--- src/rtl/rgb_pkg.sv ---
// Shared types for the RGB hue fader: hue sector encoding and the
// sector-to-duty mapping used by rgb_hue_fader.
package rgb_pkg;

    // Hue sectors in order of forward rotation
    typedef enum logic [2:0] {
        RED     = 3'd0,
        YELLOW  = 3'd1,
        GREEN   = 3'd2,
        CYAN    = 3'd3,
        BLUE    = 3'd4,
        MAGENTA = 3'd5
    } sector_t;

    // Source of a channel duty within a sector: constant off, constant full,
    // ramping up with the level, or ramping down (MAX - level).
    typedef enum logic [1:0] {
        DS_OFF,
        DS_FULL,
        DS_UP,
        DS_DOWN
    } duty_src_t;

    typedef struct packed {
        duty_src_t r;
        duty_src_t g;
        duty_src_t b;
    } duty_sel_t;

    // Hue-to-duty mapping; kept width-free so the caller expands the
    // selection against its own PWM resolution.
    function automatic duty_sel_t hue_to_duty(input sector_t s);
        duty_sel_t d;
        case (s)
            RED:     d = '{DS_FULL, DS_UP,   DS_OFF };
            YELLOW:  d = '{DS_DOWN, DS_FULL, DS_OFF };
            GREEN:   d = '{DS_OFF,  DS_FULL, DS_UP  };
            CYAN:    d = '{DS_OFF,  DS_DOWN, DS_FULL};
            BLUE:    d = '{DS_UP,   DS_OFF,  DS_FULL};
            MAGENTA: d = '{DS_FULL, DS_OFF,  DS_DOWN};
            default: d = '{DS_FULL, DS_OFF,  DS_OFF };
        endcase
        return d;
    endfunction

endpackage

--- src/rtl/pwm_cmp.sv ---
// One PWM channel: duty register loaded at the end of each PWM period,
// compare against the shared counter, registered active-low LED drive.
module pwm_cmp #(
    parameter int           W        = 8,
    parameter logic [W-1:0] RST_DUTY = '0
) (
    input  logic         clk,
    input  logic         rst,
    input  logic [W-1:0] cnt_i,
    input  logic         load_i,
    input  logic [W-1:0] duty_i,
    output logic         led_n_o
);

    logic [W-1:0] duty_q;
    logic         led_n_q;

    // Duty only changes at the period boundary so a period is never split
    always_ff @(posedge clk) begin
        if (rst)         duty_q <= RST_DUTY;
        else if (load_i) duty_q <= duty_i;
    end

    // Registered compare; LED is on (low) while the count is below the duty
    always_ff @(posedge clk) begin
        if (rst) led_n_q <= 1'b1;
        else     led_n_q <= !(cnt_i < duty_q);
    end

    assign led_n_o = led_n_q;

endmodule

--- src/rtl/rgb_hue_fader.sv ---
// RGB hue fader: rotates hue through six sectors with a linear level ramp
// and drives three active-low PWM LED outputs.
// Optional macro RGB_REVERSE_EN adds the rev input for reverse rotation.
module rgb_hue_fader
    import rgb_pkg::*;
#(
    parameter int CLK_FREQ = 12_000_000,
    parameter int CYCLE_MS = 1000,
    parameter int PWM_BITS = 8
) (
    input  logic       clk,
    input  logic       rst,
    input  logic       en,
`ifdef RGB_REVERSE_EN
    input  logic       rev,
`endif
    output logic       RGB_R,
    output logic       RGB_G,
    output logic       RGB_B,
    output logic [2:0] sector,
    output logic       cycle_done
);

    localparam int STEP_RAW    = CLK_FREQ / 1000 * CYCLE_MS / (6 * 2**PWM_BITS);
    localparam int STEP_CYCLES = (STEP_RAW < 1) ? 1 : STEP_RAW;
    localparam int SW          = (STEP_CYCLES > 1) ? $clog2(STEP_CYCLES) : 1;

    localparam logic [SW-1:0]       STEP_LAST = SW'(STEP_CYCLES - 1);
    localparam logic [PWM_BITS-1:0] LVL_MAX   = '1;
    localparam logic [PWM_BITS-1:0] PWM_LAST  = LVL_MAX - 1'b1;

    logic [SW-1:0]       step_q;
    logic [PWM_BITS-1:0] pwm_q;
    logic [PWM_BITS-1:0] level_q, level_d;
    sector_t             sector_q, sector_d;
    logic                cycle_done_q, cycle_done_d;
    logic                step_last, tick, pwm_last, rev_w;

`ifdef RGB_REVERSE_EN
    assign rev_w = rev;
`else
    assign rev_w = 1'b0;
`endif

    assign step_last = (step_q == STEP_LAST);
    assign tick      = en && step_last;
    assign pwm_last  = (pwm_q == PWM_LAST);

    // Step prescaler: runs only while enabled, holds otherwise
    always_ff @(posedge clk) begin
        if (rst)     step_q <= '0;
        else if (en) step_q <= step_last ? '0 : step_q + 1'b1;
    end

    // Free-running PWM counter, period of MAX clocks
    always_ff @(posedge clk) begin
        if (rst) pwm_q <= '0;
        else     pwm_q <= pwm_last ? '0 : pwm_q + 1'b1;
    end

    // Hue next state: level ramps, sector steps on level wrap
    always_comb begin
        level_d      = level_q;
        sector_d     = sector_q;
        cycle_done_d = 1'b0;
        if (tick) begin
            if (rev_w) begin
                if (level_q == '0) begin
                    level_d = LVL_MAX;
                    if (sector_q == RED) begin
                        sector_d     = MAGENTA;
                        cycle_done_d = 1'b1;
                    end else begin
                        sector_d = sector_t'(sector_q - 3'd1);
                    end
                end else begin
                    level_d = level_q - 1'b1;
                end
            end else begin
                if (level_q == LVL_MAX) begin
                    level_d = '0;
                    if (sector_q == MAGENTA) begin
                        sector_d     = RED;
                        cycle_done_d = 1'b1;
                    end else begin
                        sector_d = sector_t'(sector_q + 3'd1);
                    end
                end else begin
                    level_d = level_q + 1'b1;
                end
            end
        end
    end

    // Hue state and wrap pulse registers
    always_ff @(posedge clk) begin
        if (rst) begin
            level_q      <= '0;
            sector_q     <= RED;
            cycle_done_q <= 1'b0;
        end else begin
            level_q      <= level_d;
            sector_q     <= sector_d;
            cycle_done_q <= cycle_done_d;
        end
    end

    // Expand a duty selection into a value at this PWM resolution
    function automatic logic [PWM_BITS-1:0] src_val(input duty_src_t s,
                                                    input logic [PWM_BITS-1:0] l);
        logic [PWM_BITS-1:0] v;
        case (s)
            DS_OFF:  v = '0;
            DS_FULL: v = LVL_MAX;
            DS_UP:   v = l;
            default: v = ~l;   // MAX - l for an all-ones MAX
        endcase
        return v;
    endfunction

    duty_sel_t                     sel;
    logic [2:0][PWM_BITS-1:0]      duty;   // [2]=R, [1]=G, [0]=B
    logic [2:0]                    led_n;

    assign sel     = hue_to_duty(sector_q);
    assign duty[2] = src_val(sel.r, level_q);
    assign duty[1] = src_val(sel.g, level_q);
    assign duty[0] = src_val(sel.b, level_q);

    for (genvar ch = 0; ch < 3; ch++) begin : g_ch
        pwm_cmp #(
            .W        (PWM_BITS),
            .RST_DUTY ((ch == 2) ? LVL_MAX : '0)
        ) u_pwm (
            .clk     (clk),
            .rst     (rst),
            .cnt_i   (pwm_q),
            .load_i  (pwm_last),
            .duty_i  (duty[ch]),
            .led_n_o (led_n[ch])
        );
    end

    assign {RGB_R, RGB_G, RGB_B} = led_n;
    assign sector     = sector_q;
    assign cycle_done = cycle_done_q;

endmodule

--- config.mk ---
export PLATFORM = sky130hd
export DESIGN_NAME = rgb_hue_fader
export DESIGN_NICKNAME = d
export VERILOG_FILES = /design/src/rtl/rgb_pkg.sv /design/src/rtl/pwm_cmp.sv /design/src/rtl/rgb_hue_fader.sv
export SDC_FILE = /design/constraint.sdc
export NUM_CORES = 1
export LEC_CHECK = 0
export ABC_CLOCK_PERIOD_IN_PS = 3100
export CAP_MARGIN = 10
export CORE_MARGIN = 2
export CORE_UTILIZATION = 57
export CTS_BUF_LIST = sky130_fd_sc_hd__clkbuf_16
export CTS_CLUSTER_SIZE = 10
export DETAILED_ROUTE_END_ITERATION = 8
export HOLD_SLACK_MARGIN = 0.15
export PLACE_DENSITY = 0.84
export SLEW_MARGIN = 20
export SYNTH_ARGS = -nofsm -noshare
export SYNTH_HDL_FRONTEND = slang
export SYNTH_SLANG_ARGS = --single-unit
--- constraint.sdc ---
create_clock -name clk -period 3.1 [get_ports clk]
set_clock_uncertainty 0.05 [all_clocks]
set_input_delay 0.62 -clock clk [delete_from_list [all_inputs] [get_ports clk]]
set_output_delay 0.62 -clock clk [all_outputs]
set_load 0.02 [all_outputs]
==> After elaboration in Yosys (flattened, before gate mapping) <==
Index checks and enable logic that the tools add are counted.
{ "classes": {"n_eq_ne": 14, "n_reduce_logical": 11, "n_bitwise": 3, "n_lt_le_gt_ge": 3, "add_sub_neg": 4, "n_mux": 8} }
{ "ops": {"columns": ["operator", "n"], "rows": [
  ["case mux 8 bit (3 select lines)", 3],
  ["case mux 6 bit (6 select lines)", 1],
  ["less-than comparator 8 bit", 3],
  ["adder 8 x 1 -> 8 bit, second input constant", 2],
  ["== test 8 bit, second input constant", 2],
  ["adder 13 x 1 -> 13 bit, second input constant", 1],
  ["== test 13 bit, second input constant", 1],
  ["two-way mux 13 bit", 1],
  ["two-way mux 8 bit", 1],
  ["NOT 8 bit", 1],
  ["== test 2 x 1 -> 1 bit, second input constant", 3],
  ["== test 2 bit, second input constant", 3],
  ["== test 3 x 2 -> 1 bit, second input constant", 2],
  ["== test 3 bit, second input constant", 2],
  ["logical NOT 2 bit", 3],
  ["adder 3 x 1 -> 3 bit, second input constant", 1],
  ["== test 3 x 1 -> 1 bit, second input constant", 1],
  ["logical NOT 1 bit", 3],
  ["logical NOT 3 bit", 1],
  ["two-way mux 3 bit", 1],
  ["OR reduction 3 bit", 1],
  ["NOT 1 bit", 2],
  ["AND reduction 2 bit", 1],
  ["OR reduction 2 bit", 1],
  ["other kinds (2)", 2]
]} }
{ "word_totals": {"in_bits": 3, "regBits": 60, "elab_cells": 54, "out_inout_bits": 7} }

==> Logic depth before layout (Yosys ltp) <==
Gate-level depths: netlist of the first run.
{ "depth": {"depth_word": 4, "ltp_mapped": 9, "mapped_depth_nobuf": 6} }

==> Hierarchy <==
A second synthesis of the first run with hierarchy kept.
{ "hier_totals": {"hier_cells": 436, "area_unflattened_um2": 3524.6} }
{ "modules_own_cells": {"columns": ["module", "instances", "area_per_inst_um2", "cells_per_inst", "seq_area_each_um2"], "rows": [
  ["rgb_hue_fader", 1, 2099.5, 285, 660.6],
  ["pwm_cmp (g_ch[0].u_pwm ...)", 2, 479.2, 50, 180.2],
  ["pwm_cmp (g_ch[2].u_pwm)", 1, 466.7, 51, 180.2]
]} }

==> Least setup slack after synthesis of the first run <==
Ideal clock, no wire load.
{ "synth_timing": {"path_type": "reg2reg", "from": "reg sector_q[1], in the netlist sector[1]", "to": "reg g_ch[0].u_pwm.duty_q[7]", "stages_incl_launch_ff": 9, "n_path_buf": 2, "t_required_ns": 2.933, "setup_time_ns": 0.117, "arrival_time_ns": 2.119, "synth_period_minus_slack_ns": 2.286, "path_slack_ns": 0.814, "path_cell_list": "dfxtp_1 > clkbuf_1 > and2_1 > ha_1 > buf_1 > nand2_1 > o31ai_1 > a2bb2oi_1 > a22o_1"} }
{ "synth_via": {"elab_chain_cells": 4, "word_cells_on_any_way": 11, "classes_between": "eq/ne: 7; mux: 2; reduce/logical: 2"} }
{ "synth_rtl": {"columns": ["item", "line", "source"], "rows": [
  ["from (decl)", "rgb_hue_fader.sv:35", "sector_t sector_q, sector_d;"],
  ["from (signal assigned)", "rgb_hue_fader.sv:103", "sector_q <= sector_d;"],
  ["== test 3 bit, or another cell as far along", "rgb_pkg.sv:34", "case (s)"],
  ["case mux 6 bit (6 select lines) *", "rgb_pkg.sv:34", null],
  ["== test 2 bit, or another cell as far along", "rgb_hue_fader.sv:112", "case (s)"],
  ["case mux 8 bit (3 select lines) *", "rgb_hue_fader.sv:112", null],
  ["to (signal assigned)", "pwm_cmp.sv:21", "else if (load_i) duty_q <= duty_i;"],
  ["to (decl)", "pwm_cmp.sv:15", "logic [W-1:0] duty_q;"]
]} }
Every way passes the cells marked *; elsewhere a longest branch is shown, timed or not.
A chain may end at the register's enable or synchronous reset.

==> Worst setup path in the final report of the first run <==
{ "layout_timing": {"from": "reg sector_q[2], in the netlist sector[2]", "to": "reg g_ch[0].u_pwm.duty_q[6]"} }
The elaborated chain is that of the path after synthesis.

==> results of run 1 <==
==> placed cells by master (no fill, tap or decap), drive strengths merged, types with 2 or more instances in the layout <==
cell	instances
ha	26
a21oi	18
o21ai	24
clkdlybuf4s50	9
or4b	2
clkinv	3
inv	37
o31ai	2
nand2	21
nand4	6
nand2b	3
nor3	5
nand3	12
a31oi	2
xor2	8
a211o	3
a32o	7
nor2	40
a31o	3
a211oi	3
nor4	5
or2	2
a22o	8
mux2i	10
bufinv	3
xnor2	11
and3	2
a2bb2oi	8
or4	2
o2111ai	3
clkbuf	9
buf	5
a21o	4
o21a	3
or3	5
dfxtp	60
==> final timing paths <==
| kind | slack [ps] | to | startpoint |
|---|---|---|---|
| max | 700 | g_ch[0].u_pwm.duty_q[6] | sector[2] |
| min | 410 | g_ch[0].u_pwm.duty_q[3] | g_ch[0].u_pwm.duty_q[3] |
| max reg2reg | 700 | g_ch[0].u_pwm.duty_q[6] | sector[2] |
| min reg2reg | 410 | g_ch[0].u_pwm.duty_q[3] | g_ch[0].u_pwm.duty_q[3] |
==> through the flow <==
stage	util [%]	power, mW	setup slack, ps	std cells	hold WS [ps]
2_1_floorplan	-	0.852	814	378	384
5_1_grt	67.3	2.02	530	460	433
4_1_cts	67.3	1.98	727	460	418
3_3_place_gp	61.3	0.871	513	444	407
3_5_place_dp	61.3	0.873	487	444	411
6_report	67.3	1.97	697	460	415
==> layout make-up <==
type / instances / area [µm²] / share of cell area, %
multi-input combinational: 262 / 1820 / 49.1
clock inverter: 7 / 106 / 2.87
timing repair buffer: 14 / 128 / 3.44
clock buffer: 9 / 225 / 6.07
sequential: 60 / 1200 / 32.4
inverter: 36 / 135 / 3.64
tap: 72 / 90.1 / 2.43
==> routing by layer <==
layer	part of all wire [%]	wire length (µm)	vias up	track usage (%)
met2	49	3440	64	40.5
li1	-	-	1365	-
met4	1.8	125	0	8.62
met3	4.7	331	11	7.73
met5	0	0	-	0
met1	44	3090	1265	30.0
==> kinds of logic after synthesis <==
group | count (synthesis)
xor gates and xnor gates | 19
AOI/OAI and AO/OA | 95
buffers and inverters | 56
DFF | 60
muxes | 11
and+or+nand+nor | 111
adders and majority gates | 26
==> Yosys cell counts (2+ instances only) <==
library cell	instances	area, µm²
o31ai_1	2	15.0
or2_2	2	12.5
xnor2_1	11	96.3
a211o_1	3	26.3
o21a_1	3	22.5
a21oi_1	18	90.1
a22o_1	8	70.1
mux2i_1	10	100
a31oi_1	2	12.5
xor2_1	8	70.1
o2111ai_1	3	26.3
nor3_1	4	20.0
a32o_1	7	70.1
nand3_1	12	60.1
nand4_1	6	37.5
or4_4	2	22.5
a2bb2oi_1	8	70.1
nor2_1	40	150
ha_1	26	325
dfxtp_1	60	1200
and3_1	2	12.5
nor4_1	5	31.3
or3_1	5	31.3
a31o_2	3	26.3
a21o_1	4	30.0
nand2_1	21	78.8
a211oi_1	3	22.5
clkbuf_1	15	56.3
buf_1	4	15.0
o21ai_0	23	115
nand2b_1	3	18.8
inv_1	36	135
==> where the power goes <==
| part | internal (mW) | switching, mW | leakage [nW] | total (mW) |
|---|---|---|---|---|
| combinational | 0.0292 | 0.0359 | 0.804 | 0.0651 |
| clock | 0.773 | 0.335 | 0.166 | 1.11 |
| sequential | 0.782 | 0.0109 | 0.485 | 0.793 |
| total | 1.58 | 0.382 | 1.45 | 1.97 |
==> worst max-delay path: cells and delay by family, from the launching register on <==
kind            cells  cell delay (ps)
simple gates        1              510
buf+inv             1              130
compound gates      2              480
fa+ha+maj           1              450
flops               1              670
==> state kept, by name, indices dropped and copies added, names as in the netlist <==
| register | cells |
|---|---|
| step_q | 13 |
| g_ch.u_pwm.led_n_o | 3 |
| sector | 3 |
| level_q | 8 |
| pwm_q | 8 |
| cycle_done | 1 |
| g_ch.u_pwm.duty_q | 24 |
==> qor.txt, run 1 <==
sequential cell area fraction in the yosys report -> 37.1%
post-synthesis compound-gate area fraction -> 20.5%
CTS tree -> done
CP peak stage delay -> 670 ps
first drt pass iteration count -> 4
slowest stage cell, crit path -> dfxtp_1
fill count -> 437
Clock Root Buffer -> clkbuf_16
Avg Inst Size Synth -> 8.56 µm²
mux share of post-synthesis cell area -> 3.44%
gr usage total -> 24.5%
Post-Synth Adder-Cell Area -> 10.1%
VDD IR max -> 0.447 mV
CTS H-tree depth -> 3
# hold bufs at CTS -> 0
Diodes inserted -> 0
Post-Syn Area -> 0.00323 mm²
Layout area overhead -> 14.6%
largest family of logic cells by synthesized area -> compound AO/OA/AOI/OAI gates
RSZ-0062 raised after global routing -> no
Final nets -> 412
Gates resized, CTS repair -> 0
Worst-path clk slew -> 50 ps
largest net degree at the start of global routing -> 23
average wire per standard cell -> 15.2 µm
vias in the first global route -> 2631
worst rel slew slack -> 32.3%
Die ar. -> 0.00629 mm²
Synth Area in XOR/XNOR -> 5.15%
Static Leak -> 1.45 nW
CP Data Required Time -> 3270 ps
max_cap viols -> 0
Num Clock Sinks -> 60
design area -> 0.00371 mm²
flop and latch count out of synthesis -> 60
fraction of registers with async set/reset -> 0%
Hold Path Depth -> 1
TritonCTS buffer count -> 9
crit-path cells -> inv_1 -> ha_1 -> nor2b_1 -> o21ai_0 -> a32o_1
Post-synth EDFFs -> 0
die width -> 79.3 µm
CP arrival -> 2570 ps
die height -> 79.3 µm
dpl hpwl -> 4890 µm
Max Fclk -> 416 MHz
Buffers on Ports -> 9
crit-path max FO -> 18
Reg2Reg Depth -> 5
# DRC -> 0
Mapped Cells -> 378
initial DRC count -> 151
syn nets -> 407
Simple-Gate Fraction of Synth Area -> 17.1%
Hold WC Path Type -> flip-flop to flip-flop
YS warnings -> 0
pwr/cell area -> 530 mW/mm²
drt via density -> 5.88
layout cells sized above 1 -> 7.22%
first-pass GRT wire length -> 12100 µm
Tcrit/Tclk final -> 77.5%
Setup Fix Bufs, Post-CTS -> 0
global route overflow -> 0
final setup fails -> 0
routed via count -> 2705
row count -> 27
status -> finished clean
Final Max Slew Viols -> 0
min Tclk post-route -> 2400 ps
DP Area -> 0.00338 mm²
dominant synthesized flop cell -> dfxtp_1
I/O Pins -> 10
CP Class -> flip-flop to flip-flop
drt total wl -> 6980 µm
endpoint class of the critical path -> flip-flop
Clk Latency, worst-skew pair -> 330 ps
worst-margin pin slew -> 1010 ps
Routed Antenna Nets -> 0
Fin. Hold Viols -> 0
antenna violations before repair -> 0
TNS Setup -> 0 ps
Cell variety after synth -> 51
GP Congestion -> 0.834
Clock Path Buffers -> 2
initial core utilization -> 58.7%
core area -> 0.00551 mm²
startpoint type of the worst setup path -> flip-flop
Note: power is estimated with default switching activity, not from simulation.
==> run 2, diff against run 1 <==
--- a/config.mk
+++ b/config.mk
@@ -5,10 +5,10 @@
 export SDC_FILE = /design/constraint.sdc
 export NUM_CORES = 1
 export LEC_CHECK = 0
-export ABC_CLOCK_PERIOD_IN_PS = 3100
+export ABC_CLOCK_PERIOD_IN_PS = 2100
 export CAP_MARGIN = 10
 export CORE_MARGIN = 2
-export CORE_UTILIZATION = 57
+export CORE_UTILIZATION = 55
 export CTS_BUF_LIST = sky130_fd_sc_hd__clkbuf_16
 export CTS_CLUSTER_SIZE = 10
 export DETAILED_ROUTE_END_ITERATION = 8
==> constraint.sdc (replaced) <==
create_clock -name clk -period 2.1 [get_ports clk]
set_clock_uncertainty 0.05 [all_clocks]
set_input_delay 0.42 -clock clk [delete_from_list [all_inputs] [get_ports clk]]
set_output_delay 0.42 -clock clk [all_outputs]
set_load 0.02 [all_outputs]
==> run 2 against run 1 <==
Effect of this change: wire length is 11% higher; hold slack is essentially flat; count of clock-buffer cells in the layout stayed put; non-clock buffer count rose by 26; sequential share of layout area decreased by 1.7 points; first-iteration DRC count grew 0.66%; final cell count up 5.4%; critical path type unchanged; largest power group unchanged.
==> qor.txt, run 2 (same netlist as run 1, synthesis figures left out) <==
average wire per standard cell -> 15.9 µm (+4.9%)
GP Congestion -> 0.850 (+2.0%)
row count -> 27 (unchanged)
global route overflow -> 0 (unchanged)
most flop-heavy register -> g_ch.u_pwm.duty_q
startpoint type of the worst setup path -> flip-flop
busiest grt layer -> met2
GRT met1 Usage -> 31.7% (+1.6 points)
CP Class -> flip-flop to flip-flop
antenna violations before repair -> 0 (unchanged)
endpoint class of the critical path -> flip-flop
Final Max Slew Viols -> 0 (unchanged)
# hold bufs at CTS -> 0 (unchanged)
fill count -> 407 (-6.9%)
Sequential Power Share -> 44.2% (+3.9 points)
CP peak stage delay -> 570 ps (-100 ps)
Setup Fix Bufs, Post-CTS -> 0 (unchanged)
# DRC -> 0 (unchanged)
Internal -> 2.10 mW (+32%)
routed via count -> 2859 (+5.7%)
slowest stage cell, crit path -> or4_4
met3 usage -> 6.18% (-1.5 points)
Layout area overhead -> 20.8%
TNS Setup -> 0 ps (unchanged)
CP delay by family, top -> simple AND/OR/NAND/NOR gates
final hold slack -> 415 ps (+0.490 ps)
Bufs and invs on worst path -> 1 (unchanged)
worst-margin pin slew -> 513 ps (-501 ps)
Clock Root Buffer -> clkbuf_16
Worst-path clk slew -> 50 ps (about the same)
commonest non-fill, non-tap cell in the layout -> dfxtp_1
Largest register FFs -> 24 (unchanged)
Sw Pwr -> 0.554 mW (+45%)
core area -> 0.00561 mm² (+1.8%)
most frequent cells in the layout -> dfxtp_1 (60), nor2_1 (39), inv_1 (38)
crit-path cells -> or4b_4 -> or4_4 -> buf_4 -> o41ai_1
first-pass GRT wire length -> 12600 µm (+3.8%)
Final nets -> 438 (+6.3%)
Hold WC Path Type -> flip-flop to flip-flop
TritonCTS buffer count -> 9 (unchanged)
GR Util met2 -> 41.6% (+1.1 points)
drt total wl -> 7720 µm (+11%)
CP arrival -> 2250 ps (-320 ps)
Clk Latency, worst-skew pair -> 320 ps (about the same)
overall power -> 2.65 mW (+35%)
Max Fclk -> 480 MHz (+15%)
Die ar. -> 0.00651 mm² (+3.5%)
Fin. Hold Viols -> 0 (unchanged)
min Tclk post-route -> 2080 ps (-319 ps)
final setup fails -> 0 (unchanged)
gr usage total -> 25.4% (+0.94 points)
drt via density -> 5.89 (+0.25%)
pwr/cell area -> 679 mW/mm² (+28%)
CP Data Required Time -> 2270 ps (-1000 ps)
die height -> 80.7 µm (+1.7%)
vias in the first global route -> 2707 (+2.9%)
initial core utilization -> 57.7% (-1.1 points)
CTS tree -> done
dpl hpwl -> 5400 µm (+10%)
area of the multi-input gates -> 0.00186 mm² (+2.0%)
initial DRC count -> 152 (+0.66%)
die width -> 80.7 µm (+1.7%)
Net Sw Frac -> 20.9% (+1.4 points)
Register Area -> 0.00120 mm² (unchanged)
layout cells sized above 1 -> 13.8% (+6.6 points)
Static Leak -> 1.58 nW (+8.8%)
crit-path max FO -> 4 (-14)
Routed Antenna Nets -> 0 (unchanged)
Diodes inserted -> 0 (unchanged)
clock power share -> 51.4% (-5.0 points)
Buffers on Ports -> 9 (unchanged)
CTS H-tree depth -> 3 (unchanged)
worst rel slew slack -> 65.6% (+33 points)
I/O Pins -> 10 (unchanged)
status -> finished clean
Tcrit/Tclk final -> 99.2% (+22 points)
combinational power share -> 4.4% (+1.1 points)
RSZ-0062 raised after global routing -> yes
Clock Path Buffers -> 2 (unchanged)
max_cap viols -> 0 (unchanged)
first drt pass iteration count -> 4 (unchanged)
largest net degree at the start of global routing -> 23 (unchanged)
Num Clock Sinks -> 60 (unchanged)
largest registers -> g_ch.u_pwm.duty_q x24, step_q x13
VDD IR max -> 0.469 mV (+5.0%)
## run 2: changes by cell type in the layout (fill, tap and decap cells not counted), sizes merged
cell	previous run	this run
inv	37	38
buf	5	31
bufinv	3	1
## run 2: power by group through the flow
stage          Clock (mW)  Combinational, mW  Sequential, mW
2_1_floorplan           0             0.0625            1.19
3_3_place_gp            0              0.108            1.19
3_5_place_dp            0              0.113            1.19
4_1_cts              1.38              0.115            1.17
5_1_grt              1.42              0.129            1.17
6_report             1.36              0.117            1.17
## run 2: routing by layer
layer	vias to the layer above	share of wire [%]
li1	1421	-
met1	1345	46
met2	73	47
met3	20	4.3
met4	0	2.1
met5	-	0
## run 2: final timing paths
path	cells after the start	slack, ps	startpoint	endpoint
worst min-delay path	2	420	g_ch[2].u_pwm.duty_q[2]	g_ch[2].u_pwm.duty_q[2]
worst max-delay path	4	20	step_q[3]	sector[1]
worst min register to register	2	420	g_ch[2].u_pwm.duty_q[2]	g_ch[2].u_pwm.duty_q[2]
worst max register to register	4	20	step_q[3]	sector[1]
## run 2: worst min-delay path, stage by stage (launching register included)
cell       delay [ps]
dfxtp_1           290
inv_1              60
a2bb2oi_1          60
## run 2: area by class of cell
type | instances | area share [%]
clock buffer | 9 | 5.77
timing repair buffer | 40 | 8.90
tap | 72 | 2.31
multi-input combinational | 262 | 47.6
clock inverter | 6 | 1.25
sequential | 60 | 30.7
inverter | 36 | 3.46
## run 2: per-stage QoR
| stage | cell area, µm² | utilization [%] | setup slack [ps] | std cells |
|---|---|---|---|---|
| floorplan | 3240 | - | 2.50 | 378 |
| global placement | 3600 | 64.3 | -1.44 | 470 |
| detailed placement | 3600 | 64.3 | -53.7 | 470 |
| CTS | 3880 | 69.2 | 0.548 | 485 |
| global route | 3910 | 69.7 | -48.3 | 485 |
| finish | 3910 | 69.7 | 16.1 | 485 |
## run 2: timing repair
item                                    4_1_cts  5_1_grt
resized for setup                             1        7
endpoints found under the setup margin        1        6
pin swaps                                     0        7
==> run 3, diff against run 2 <==
--- a/config.mk
+++ b/config.mk
@@ -5,10 +5,10 @@
 export SDC_FILE = /design/constraint.sdc
 export NUM_CORES = 1
 export LEC_CHECK = 0
-export ABC_CLOCK_PERIOD_IN_PS = 2100
+export ABC_CLOCK_PERIOD_IN_PS = 2550
 export CAP_MARGIN = 10
 export CORE_MARGIN = 2
-export CORE_UTILIZATION = 55
+export CORE_UTILIZATION = 57
 export CTS_BUF_LIST = sky130_fd_sc_hd__clkbuf_16
 export CTS_CLUSTER_SIZE = 10
 export DETAILED_ROUTE_END_ITERATION = 8
==> constraint.sdc (replaced) <==
create_clock -name clk -period 2.55 [get_ports clk]
set_clock_uncertainty 0.05 [all_clocks]
set_input_delay 0.51 -clock clk [delete_from_list [all_inputs] [get_ports clk]]
set_output_delay 0.51 -clock clk [all_outputs]
set_load 0.02 [all_outputs]
==> run 3 against run 2 <==
Effect of this change: combinational power shrank 30%; global-route usage is 0.62 points higher; critical path depth shrank 3; largest cell class unchanged; largest power group unchanged; highest routed layer unchanged.
==> qor.txt, run 3 (same netlist as run 1, synthesis figures left out) <==
Die ar. -> 0.00629 mm² (-3.3%)
Worst-path clk slew -> 50 ps (about the same)
drt via density -> 5.86 (-0.68%)
Bufs and invs on worst path -> 1 (unchanged)
Clock Root Buffer -> clkbuf_16
Buffers on Ports -> 9 (unchanged)
worst rel slew slack -> 50.7% (-15 points)
antenna violations before repair -> 0 (unchanged)
worst reg2reg setup slack -> 350 ps (+330 ps)
final hold slack -> 421 ps (+5.80 ps)
average wire per standard cell -> 15.3 µm (-3.9%)
CP Data Required Time -> 1990 ps (-280 ps)
endpoint class of the critical path -> output port
initial core utilization -> 58.7% (+1.1 points)
TritonCTS buffer count -> 9 (unchanged)
Hold WC Path Type -> flip-flop to flip-flop
DP Area -> 0.00344 mm² (-4.4%)
vias in the first global route -> 2762 (+2.0%)
Net Sw Frac -> 21.6% (+0.74 points)
Clock Path Buffers -> 2 (unchanged)
Setup Fix Bufs, Post-CTS -> 0 (unchanged)
crit-path cells -> clkdlybuf4s50_1
die width -> 79.3 µm (-1.7%)
row count -> 27 (unchanged)
design area -> 0.00373 mm² (-4.6%)
CTS H-tree depth -> 3 (unchanged)
CP Class -> flip-flop to output port
Num Clock Sinks -> 60 (unchanged)
VDD IR max -> 0.428 mV (-8.9%)
Routed Antenna Nets -> 0 (unchanged)
GP Congestion -> 0.863 (+1.5%)
max_cap viols -> 0 (unchanged)
core area -> 0.00551 mm² (-1.8%)
Tcrit/Tclk final -> 89.2%
crit-path max FO -> 18 (+14)
largest net degree at the start of global routing -> 23 (unchanged)
Static Leak -> 1.48 nW (-6.6%)
Diodes inserted -> 0 (unchanged)
first-pass GRT wire length -> 12700 µm (+1.1%)
RSZ-0062 raised after global routing -> no
Sw Pwr -> 0.476 mW (-14%)
Internal -> 1.73 mW (-18%)
most frequent cells in the layout -> dfxtp_1 (60), nor2_1 (40), inv_1 (37)
# DRC -> 0 (unchanged)
status -> finished clean
Clk Latency, worst-skew pair -> 330 ps (about the same)
global route overflow -> 0 (unchanged)
TNS Setup -> 0 ps (unchanged)
initial DRC count -> 120 (-21%)
Largest register FFs -> 24 (unchanged)
slowest stage cell, crit path -> clkdlybuf4s50_1
startpoint type of the worst setup path -> flip-flop
routed via count -> 2746 (-4.0%)
CTS tree -> done
worst-margin pin slew -> 734 ps (+221 ps)
die height -> 79.3 µm (-1.7%)
fill count -> 431 (+5.9%)
drt total wl -> 7180 µm (-7.0%)
I/O Pins -> 10 (unchanged)
CP delay by family, top -> buffers and inverters
final setup fails -> 0 (unchanged)
# hold bufs at CTS -> 0 (unchanged)
Max Fclk -> 440 MHz
Final nets -> 421 (-3.9%)
pwr/cell area -> 592 mW/mm² (-13%)
Final Max Slew Viols -> 0 (unchanged)
Sequential Power Share -> 43.7% (-0.5 points)
first drt pass iteration count -> 5 (+1)
layout cells sized above 1 -> 9.32% (-4.5 points)
combinational power share -> 3.7% (-0.7 points)
min Tclk post-route -> 2270 ps
Layout area overhead -> 15.2%
CP peak stage delay -> 710 ps (+140 ps)
most flop-heavy register -> g_ch.u_pwm.duty_q
clock power share -> 52.5% (+1.1 points)
Fin. Hold Viols -> 0 (unchanged)
CP arrival -> 1710 ps (-540 ps)
gr usage total -> 26.1% (+0.62 points)
dpl hpwl -> 5010 µm (-7.2%)
Gates resized, CTS repair -> 0 (-1)
largest registers -> g_ch.u_pwm.duty_q x24, step_q x13
commonest non-fill, non-tap cell in the layout -> dfxtp_1
[run 3: path summary, 6_finish.rpt]
| kind | endpoint | depth (start not counted) | from |
|---|---|---|---|
| worst max-delay path | sector[2] | 1 | sector[2] |
| worst min-delay path | g_ch[2].u_pwm.duty_q[4] | 2 | g_ch[2].u_pwm.duty_q[4] |
| worst max register to register | sector[0] | 4 | step_q[2] |
| worst min register to register | g_ch[2].u_pwm.duty_q[4] | 2 | g_ch[2].u_pwm.duty_q[4] |
[run 3: final cells by class]
type                       count  area, µm²  share of cell area (%)
timing repair buffer          23        195                    5.24
clock buffer                   9        225                    6.04
multi-input combinational    262       1820                    48.9
clock inverter                 7       58.8                    1.58
inverter                      36        135                    3.63
tap                           72       90.1                    2.42
sequential                    60       1200                    32.2
[run 3: per-stage QoR]
stage	std cells	utilization (%)	total power, mW	worst slack [ps]
2_1_floorplan	378	-	1.04	264
3_3_place_gp	453	62.5	1.06	285
3_5_place_dp	453	62.5	1.06	230
4_1_cts	469	67.7	2.22	274
5_1_grt	469	67.7	2.26	173
6_report	469	67.7	2.20	277
[run 3: per-layer routing]
metal	up-vias	track usage, %	routed length [µm]
li1	1373	-	-
met1	1279	32.0	3210
met2	82	43.4	3530
met3	12	7.05	321
met4	0	10.3	121
met5	-	0	0
[run 3: power groups by stage]
stage               sequential (mW)  combinational [mW]  clock [mW]
floorplan                     0.984              0.0515           0
global placement              0.982              0.0791           0
detailed placement            0.983              0.0816           0
CTS                           0.964              0.0826        1.17
global route                  0.964              0.0931        1.20
finish                        0.964              0.0823        1.16
